==> config.mk <==
export PLATFORM = sky130hd
export DESIGN_NAME = pueo_trig_timestamp
export DESIGN_NICKNAME = d
export VERILOG_FILES = /design/src/rtl/pueo_trig_timestamp.sv
export SDC_FILE = /design/constraint.sdc
export NUM_CORES = 2
export LEC_CHECK = 0
export ABC_AREA = 0
export CAP_MARGIN = 20
export CORE_MARGIN = 3
export CORE_UTILIZATION = 30
export CTS_CLUSTER_SIZE = 14
export DETAILED_ROUTE_END_ITERATION = 10
export PLACE_DENSITY_LB_ADDON = 0.2
export SYNTH_ARGS = -nofsm -noshare
export SYNTH_HDL_FRONTEND = slang
export SYNTH_SLANG_ARGS = --single-unit
==> constraint.sdc <==
create_clock -name sys_clk_i -period 3.48 [get_ports sys_clk_i]
set_input_delay 0.522 -clock sys_clk_i [delete_from_list [all_inputs] [get_ports sys_clk_i]]
set_output_delay 0.522 -clock sys_clk_i [all_outputs]
set_load 0.03 [all_outputs]
==> src/rtl/pueo_trig_timestamp.sv <==
// rtl/pueo_trig_timestamp.sv - trigger timestamp capture with record FIFO and valid/ready output
//
// Purpose:
//   Converts single-cycle trigger pulses into timestamp records {event number,
//   PPS second, ticks since last PPS}. Records pass through a one-stage capture
//   register into a first-word fall-through FIFO and leave on a valid/ready stream.
//   A full buffer drops the trigger, counts it, and tags the next accepted record.
//
// Ports:
//   sys_clk_i, sys_rst_n_i  clock and asynchronous active-low reset
//   runrst_i                synchronous run reset (flush, clear counters, WAIT_PPS)
//   trig_i                  one-cycle trigger pulse
//   pps_flag_i              PPS flag; cur_sec_i/last_pps_i update the following cycle
//   cur_sec_i, cur_time_i, last_pps_i  time base from the PPS/time block
//   m_tdata_o  [95:64] event number, [63:32] second, [31:0] subsecond ticks
//   m_tuser_o  [0] sec_valid, [1] drop_before
//   m_tvalid_o, m_tready_i  output stream handshake
//   drop_count_o            saturating dropped-trigger count
//   evt_count_o             accepted-event counter (next event number)

module pueo_trig_timestamp #(
  parameter int FIFO_DEPTH = 16,
  parameter     SYSCLKTYPE = "NONE"
) (
  input  logic        sys_clk_i,
  input  logic        sys_rst_n_i,
  input  logic        runrst_i,
  input  logic        trig_i,
  input  logic        pps_flag_i,
  input  logic [31:0] cur_sec_i,
  input  logic [31:0] cur_time_i,
  input  logic [31:0] last_pps_i,
  output logic [95:0] m_tdata_o,
  output logic [1:0]  m_tuser_o,
  output logic        m_tvalid_o,
  input  logic        m_tready_i,
  output logic [15:0] drop_count_o,
  output logic [31:0] evt_count_o
);

  localparam int AW = $clog2(FIFO_DEPTH);
  // Record layout inside the buffer: [97] drop_before, [96] sec_valid, [95:0] stream data.
  localparam int RW = 98;
  localparam logic [AW+1:0] DEPTH_W = FIFO_DEPTH[AW+1:0];

  // The clock-type tag only documents which domain this block lives in; no logic depends on it.
  if (SYSCLKTYPE != "NONE") begin : g_sysclk_tagged
  end

  typedef enum logic {
    WAIT_PPS = 1'b0,
    RUN      = 1'b1
  } state_t;

  state_t          state_q, state_d;
  logic [RW-1:0]   mem_q [FIFO_DEPTH];
  logic [RW-1:0]   mem_d [FIFO_DEPTH];
  logic [AW-1:0]   wr_ptr_q, wr_ptr_d;
  logic [AW-1:0]   rd_ptr_q, rd_ptr_d;
  logic [AW:0]     count_q, count_d;
  logic            cap_valid_q, cap_valid_d;
  logic [RW-1:0]   cap_q, cap_d;
  logic [31:0]     evt_q, evt_d;
  logic [15:0]     drop_q, drop_d;
  logic            drop_pend_q, drop_pend_d;

  logic            pop;
  logic            accept;
  logic [AW+1:0]   occ;
  logic [31:0]     rec_sec;
  logic [31:0]     rec_sub;
  logic            rec_sv;

  always_comb begin
    state_d     = state_q;
    mem_d       = mem_q;
    wr_ptr_d    = wr_ptr_q;
    rd_ptr_d    = rd_ptr_q;
    count_d     = count_q;
    cap_valid_d = 1'b0;
    cap_d       = cap_q;
    evt_d       = evt_q;
    drop_d      = drop_q;
    drop_pend_d = drop_pend_q;

    pop = (count_q != '0) && m_tready_i;

    // Occupancy once this edge's write and pop have landed. The pending capture
    // is counted so a record accepted now always finds a free slot next cycle.
    occ = {1'b0, count_q} + {{(AW+1){1'b0}}, cap_valid_q} - {{(AW+1){1'b0}}, pop};
    accept = trig_i && !runrst_i && (occ < DEPTH_W);

    // A trigger coincident with PPS belongs to the new second, which the time
    // block has not published yet.
    rec_sec = pps_flag_i ? (cur_sec_i + 32'd1) : cur_sec_i;
    rec_sub = pps_flag_i ? 32'd0 : (cur_time_i - last_pps_i);
    rec_sv  = (state_q == RUN) || pps_flag_i;

    if (pps_flag_i) begin
      state_d = RUN;
    end

    if (cap_valid_q) begin
      mem_d[wr_ptr_q] = cap_q;
      wr_ptr_d        = wr_ptr_q + 1'b1;
    end
    if (pop) begin
      rd_ptr_d = rd_ptr_q + 1'b1;
    end
    count_d = count_q + {{AW{1'b0}}, cap_valid_q} - {{AW{1'b0}}, pop};

    if (accept) begin
      cap_valid_d = 1'b1;
      cap_d       = {drop_pend_q, rec_sv, evt_q, rec_sec, rec_sub};
      evt_d       = evt_q + 32'd1;
      drop_pend_d = 1'b0;
    end else if (trig_i && !runrst_i) begin
      if (drop_q != 16'hFFFF) begin
        drop_d = drop_q + 16'd1;
      end
      drop_pend_d = 1'b1;
    end

    // Run reset overrides everything above, including a coincident trigger or PPS.
    if (runrst_i) begin
      state_d     = WAIT_PPS;
      wr_ptr_d    = '0;
      rd_ptr_d    = '0;
      count_d     = '0;
      cap_valid_d = 1'b0;
      evt_d       = '0;
      drop_d      = '0;
      drop_pend_d = 1'b0;
    end
  end

  always_ff @(posedge sys_clk_i or negedge sys_rst_n_i) begin
    if (!sys_rst_n_i) begin
      state_q     <= WAIT_PPS;
      for (int i = 0; i < FIFO_DEPTH; i++) begin
        mem_q[i] <= '0;
      end
      wr_ptr_q    <= '0;
      rd_ptr_q    <= '0;
      count_q     <= '0;
      cap_valid_q <= 1'b0;
      cap_q       <= '0;
      evt_q       <= '0;
      drop_q      <= '0;
      drop_pend_q <= 1'b0;
    end else begin
      state_q     <= state_d;
      mem_q       <= mem_d;
      wr_ptr_q    <= wr_ptr_d;
      rd_ptr_q    <= rd_ptr_d;
      count_q     <= count_d;
      cap_valid_q <= cap_valid_d;
      cap_q       <= cap_d;
      evt_q       <= evt_d;
      drop_q      <= drop_d;
      drop_pend_q <= drop_pend_d;
    end
  end

  // Head of the FIFO is shown directly; gated so idle outputs read as zero.
  assign m_tvalid_o   = (count_q != '0);
  assign m_tdata_o    = m_tvalid_o ? mem_q[rd_ptr_q][95:0]  : 96'd0;
  assign m_tuser_o    = m_tvalid_o ? mem_q[rd_ptr_q][97:96] : 2'd0;
  assign drop_count_o = drop_q;
  assign evt_count_o  = evt_q;

endmodule

==> out/results.ini <==
[run_status]
status=complete, but fails checks
violations=negative setup slack

[clocking]
clk_pin_slew_ns=0.06
clk_path_buf_depth=3
root_buffer=clkbuf_16
clkLatencyLatePin_ns=0.86
numCtsBuffers=195
cts_max_level=4
cts_tree=yes
clock_sink_count=1730

[timing]
fin_tns_setup_ns=-27.77
worst_pin_slew_ns=1.147
slew_viol_final=0
hold_viol=0
fin_hold_ws_ns=0.2920
clock.fmax_mhz=257.3
setup_viol=98
final.setup_skew_ns=0.04620
finalWorstSetupSlack_ns=-0.4069
min_period_ns=3.887
slew_headroom_pct=23.33
grt_setup_unrepaired=true
fin_crit_sh_pct=111.7

[synth]
synth_ff_type=dfrtp_1
syn_nets=5364
synthArstFlopShare_pct=100.0
yosysUniqueCellTypes=66
netlist_area_um2=79610
synth_edf_count=0
ys_seq_area_share_pct=54.38
ys_ff_latch=1730
ys_warn_count=0
syn_avg_cell_area_um2=15.27
postSynthCellCount=5214

[floorplan]
die_area_um2=271600
die_h_um=521.1
core-area_um2=263200
start_util_pct=30.25
ios=249
rows=188
fp.dieW_um=521.1

[place]
place.port_buffers=248
gp_congestion=0.8132
dp_hpwl_mm=139.8

[setup_path]
timing.rr.start=count_q[4]$_DFF_PN0_
path_class=register to output pin
crit_start=rd_ptr_q[0]$_DFFE_PN0P_
start_kind=register
reg2reg_setup_slack_ns=0.10
worstPathArrival_ns=3.36
crit_fanout=5
cp-end-kind=output pin
required_ns=2.96

[finish]
nets=5732
area_delta_synth_final_pct=22.75
drive_gt1_share_pct=52.08
fin_util_pct=37.13

[detailed_routing]
viasPerCell=5.071
route.detailed.drc=0
wire_per_inst_um=26.60
drt_wl_total_mm=246.3
vias=46950
antenna_left=0
dr.pass1.iters=5
dr.first_iter.drc_count=2595

[power]
power_density_nw_per_um2=602.7
vdd_drop_max_uv=548.7
power.leakage_uw=0.04573

[global_route]
grt_usage_pct=18.03
grt_first_pass_wirelength_mm=363.5
grt_max_degree=109
grt-ovfl-total=0
antenna_found_initial=5
grt_pass1_vias=50580

[min_path]
hold_path.class=primary input to register
hp-start=pps_flag_i

[run]
drv_cap=0

[repair_timing]
| item | 4_1_cts | 5_1_grt |
|---|---|---|
| hold endpoints to repair | 70 | 0 |
| cloned | 40 | 10 |
| hold buffers | 1 | 0 |
| pin swaps | 19 | 43 |
| endpoints found under the setup margin | 158 | 162 |
| gates resized for setup | 357 | 89 |
| buffers inserted | 62 | 33 |
[Yosys cell counts (3+ instances only)]
cell / n / area [um^2]
ha_1: 46 / 575.6
o2111ai_1: 4 / 35.03
mux2i_1: 6 / 60.06
xnor2_1: 55 / 481.7
o21bai_1: 11 / 82.58
buf_1: 54 / 202.7
o211ai_1: 3 / 22.52
nand4_1: 35 / 219.0
o21ai_0: 72 / 360.4
nor2_1: 83 / 311.6
nor4_1: 16 / 100.1
and3_1: 10 / 62.56
buf_2: 28 / 140.1
mux2_2: 1568 / 17660
a21o_1: 15 / 112.6
a211oi_1: 3 / 22.52
nand2b_1: 11 / 68.82
inv_1: 64 / 240.2
mux4_2: 490 / 11040
and4_1: 8 / 70.07
nor2b_1: 11 / 68.82
nor3_1: 21 / 105.1
nand3_1: 41 / 205.2
xor2_1: 37 / 324.1
o31ai_1: 14 / 105.1
o21a_1: 5 / 37.54
nand3b_1: 4 / 30.03
and3b_1: 3 / 26.28
a31oi_1: 5 / 31.28
nand2_1: 202 / 758.2
nor4_2: 3 / 37.54
or2_2: 4 / 25.02
o41ai_1: 3 / 26.28
a21oi_1: 40 / 200.2
nor4b_1: 5 / 43.79
or3_1: 6 / 37.54
and2_1: 104 / 650.6
a32o_1: 4 / 40.04
a22o_1: 8 / 70.07
dfrtp_1: 1730 / 43290
clkbuf_1: 350 / 1314
[stage by stage]
| stage | total power (uW) | setup slack [ns] | area (um^2) | cells |
|---|---|---|---|---|
| after floorplan | 29490 | 0.03428 | 79670 | 5214 |
| after global placement | 34760 | -0.5894 | 87750 | 8783 |
| after detailed placement | 34870 | -0.5929 | 87750 | 8783 |
| after CTS | 59670 | -0.5108 | 97320 | 9238 |
| after global routing | 61650 | -0.5131 | 97720 | 9258 |
| final | 58900 | -0.4069 | 97720 | 9259 |
[path summary, 6_finish.rpt]
kind / end / depth (start not counted)
max: m_tdata_o[59] / 9
max in group asynchronous: mem_q[419]$_DFFE_PN0P_ / 3
min in group asynchronous: mem_q[48]$_DFFE_PN0P_ / 2
min reg2reg: state_q$_DFFE_PN0P_ / 2
max reg2reg: drop_count_o[0]$_DFFE_PN0P_ / 19
min: cap_q[37]$_DFFE_PN0P_ / 5
[layer usage]
metal,share of wire (%),vias up,GRT usage [%],wire (um)
met5,0.0053,-,0,13
met4,2.3,2,4.856,5788
met2,50,746,30.68,123300
li1,-,20040,-,-
met3,2.8,300,2.210,6988
met1,45,25860,24.25,110300
[critical path, cell delays in order (launching register included)]
cell	delay, ns
dfrtp_4	0.51
buf_12	0.15
buf_16	0.14
buf_12	0.14
buf_12	0.15
buf_16	0.15
mux4_2	0.42
mux4_2	0.52
and2_4	0.19
buf_6	0.13
[registers in the layout (all words and copies together), names as in the netlist]
| name | flops |
|---|---|
| evt_count_o | 32 |
| rd_ptr_q | 4 |
| drop_count_o | 16 |
| wr_ptr_q | 4 |
| mem_q | 1568 |
| state_q | 1 |
| cap_valid_q | 1 |
| count_q | 5 |
| drop_pend_q | 1 |
| cap_q | 98 |
[power by group]
| part | leakage, uW | internal, uW | switching [uW] |
|---|---|---|---|
| clock | 0.00325 | 12500 | 8710 |
| combinational | 0.0185 | 7440 | 7240 |
| sequential | 0.0240 | 21100 | 1920 |
[cells by family (layout without fill, tap and decap cells)]
family,after synthesis,count (layout),share of synthesized area (%)
flip-flops,1730,1730,54.38
AND/OR/NAND/NOR,574,574,3.632
buffers and inverters,500,1027,2.425
XOR/XNOR,92,92,1.012
adder cells (fa/ha/maj),48,48,0.7732
multiplexers,2064,2064,36.12
AO/OA/AOI/OAI,206,206,1.663
other,0,3,0
[cell type report]
type / count / area (um^2)
diodes: 3 / 7.507
clock buffers: 301 / 5851
clock inverters: 55 / 762.0
fillers: 24750 / 165500
inverters: 65 / 260.3
multi-input cells: 2984 / 35150
flip-flops and latches: 1730 / 43310
well taps: 3515 / 4398
repair buffers: 606 / 7984
[layout by cell type (no fill, tap or decap), types with 26 or more instances in the layout]
master / Yosys / layout
a21oi_1: 40 / 38
and2_4: 0 / 94
buf_12: 0 / 118
buf_16: 0 / 41
buf_4: 1 / 157
buf_6: 2 / 113
clkbuf_1: 350 / 51
clkbuf_16: 0 / 204
clkbuf_8: 0 / 53
clkdlybuf4s50_1: 0 / 146
clkinv_2: 0 / 26
dfrtp_1: 1730 / 1726
ha_1: 46 / 43
inv_1: 64 / 60
mux2_2: 1568 / 1568
mux4_2: 490 / 490
nand2_1: 202 / 202
nand3_1: 41 / 29
nand4_1: 35 / 35
nor2_1: 83 / 81
o21ai_0: 72 / 58
xnor2_1: 55 / 54
xor2_1: 37 / 37
No activity file was read; power rests on OpenSTA's default activity.
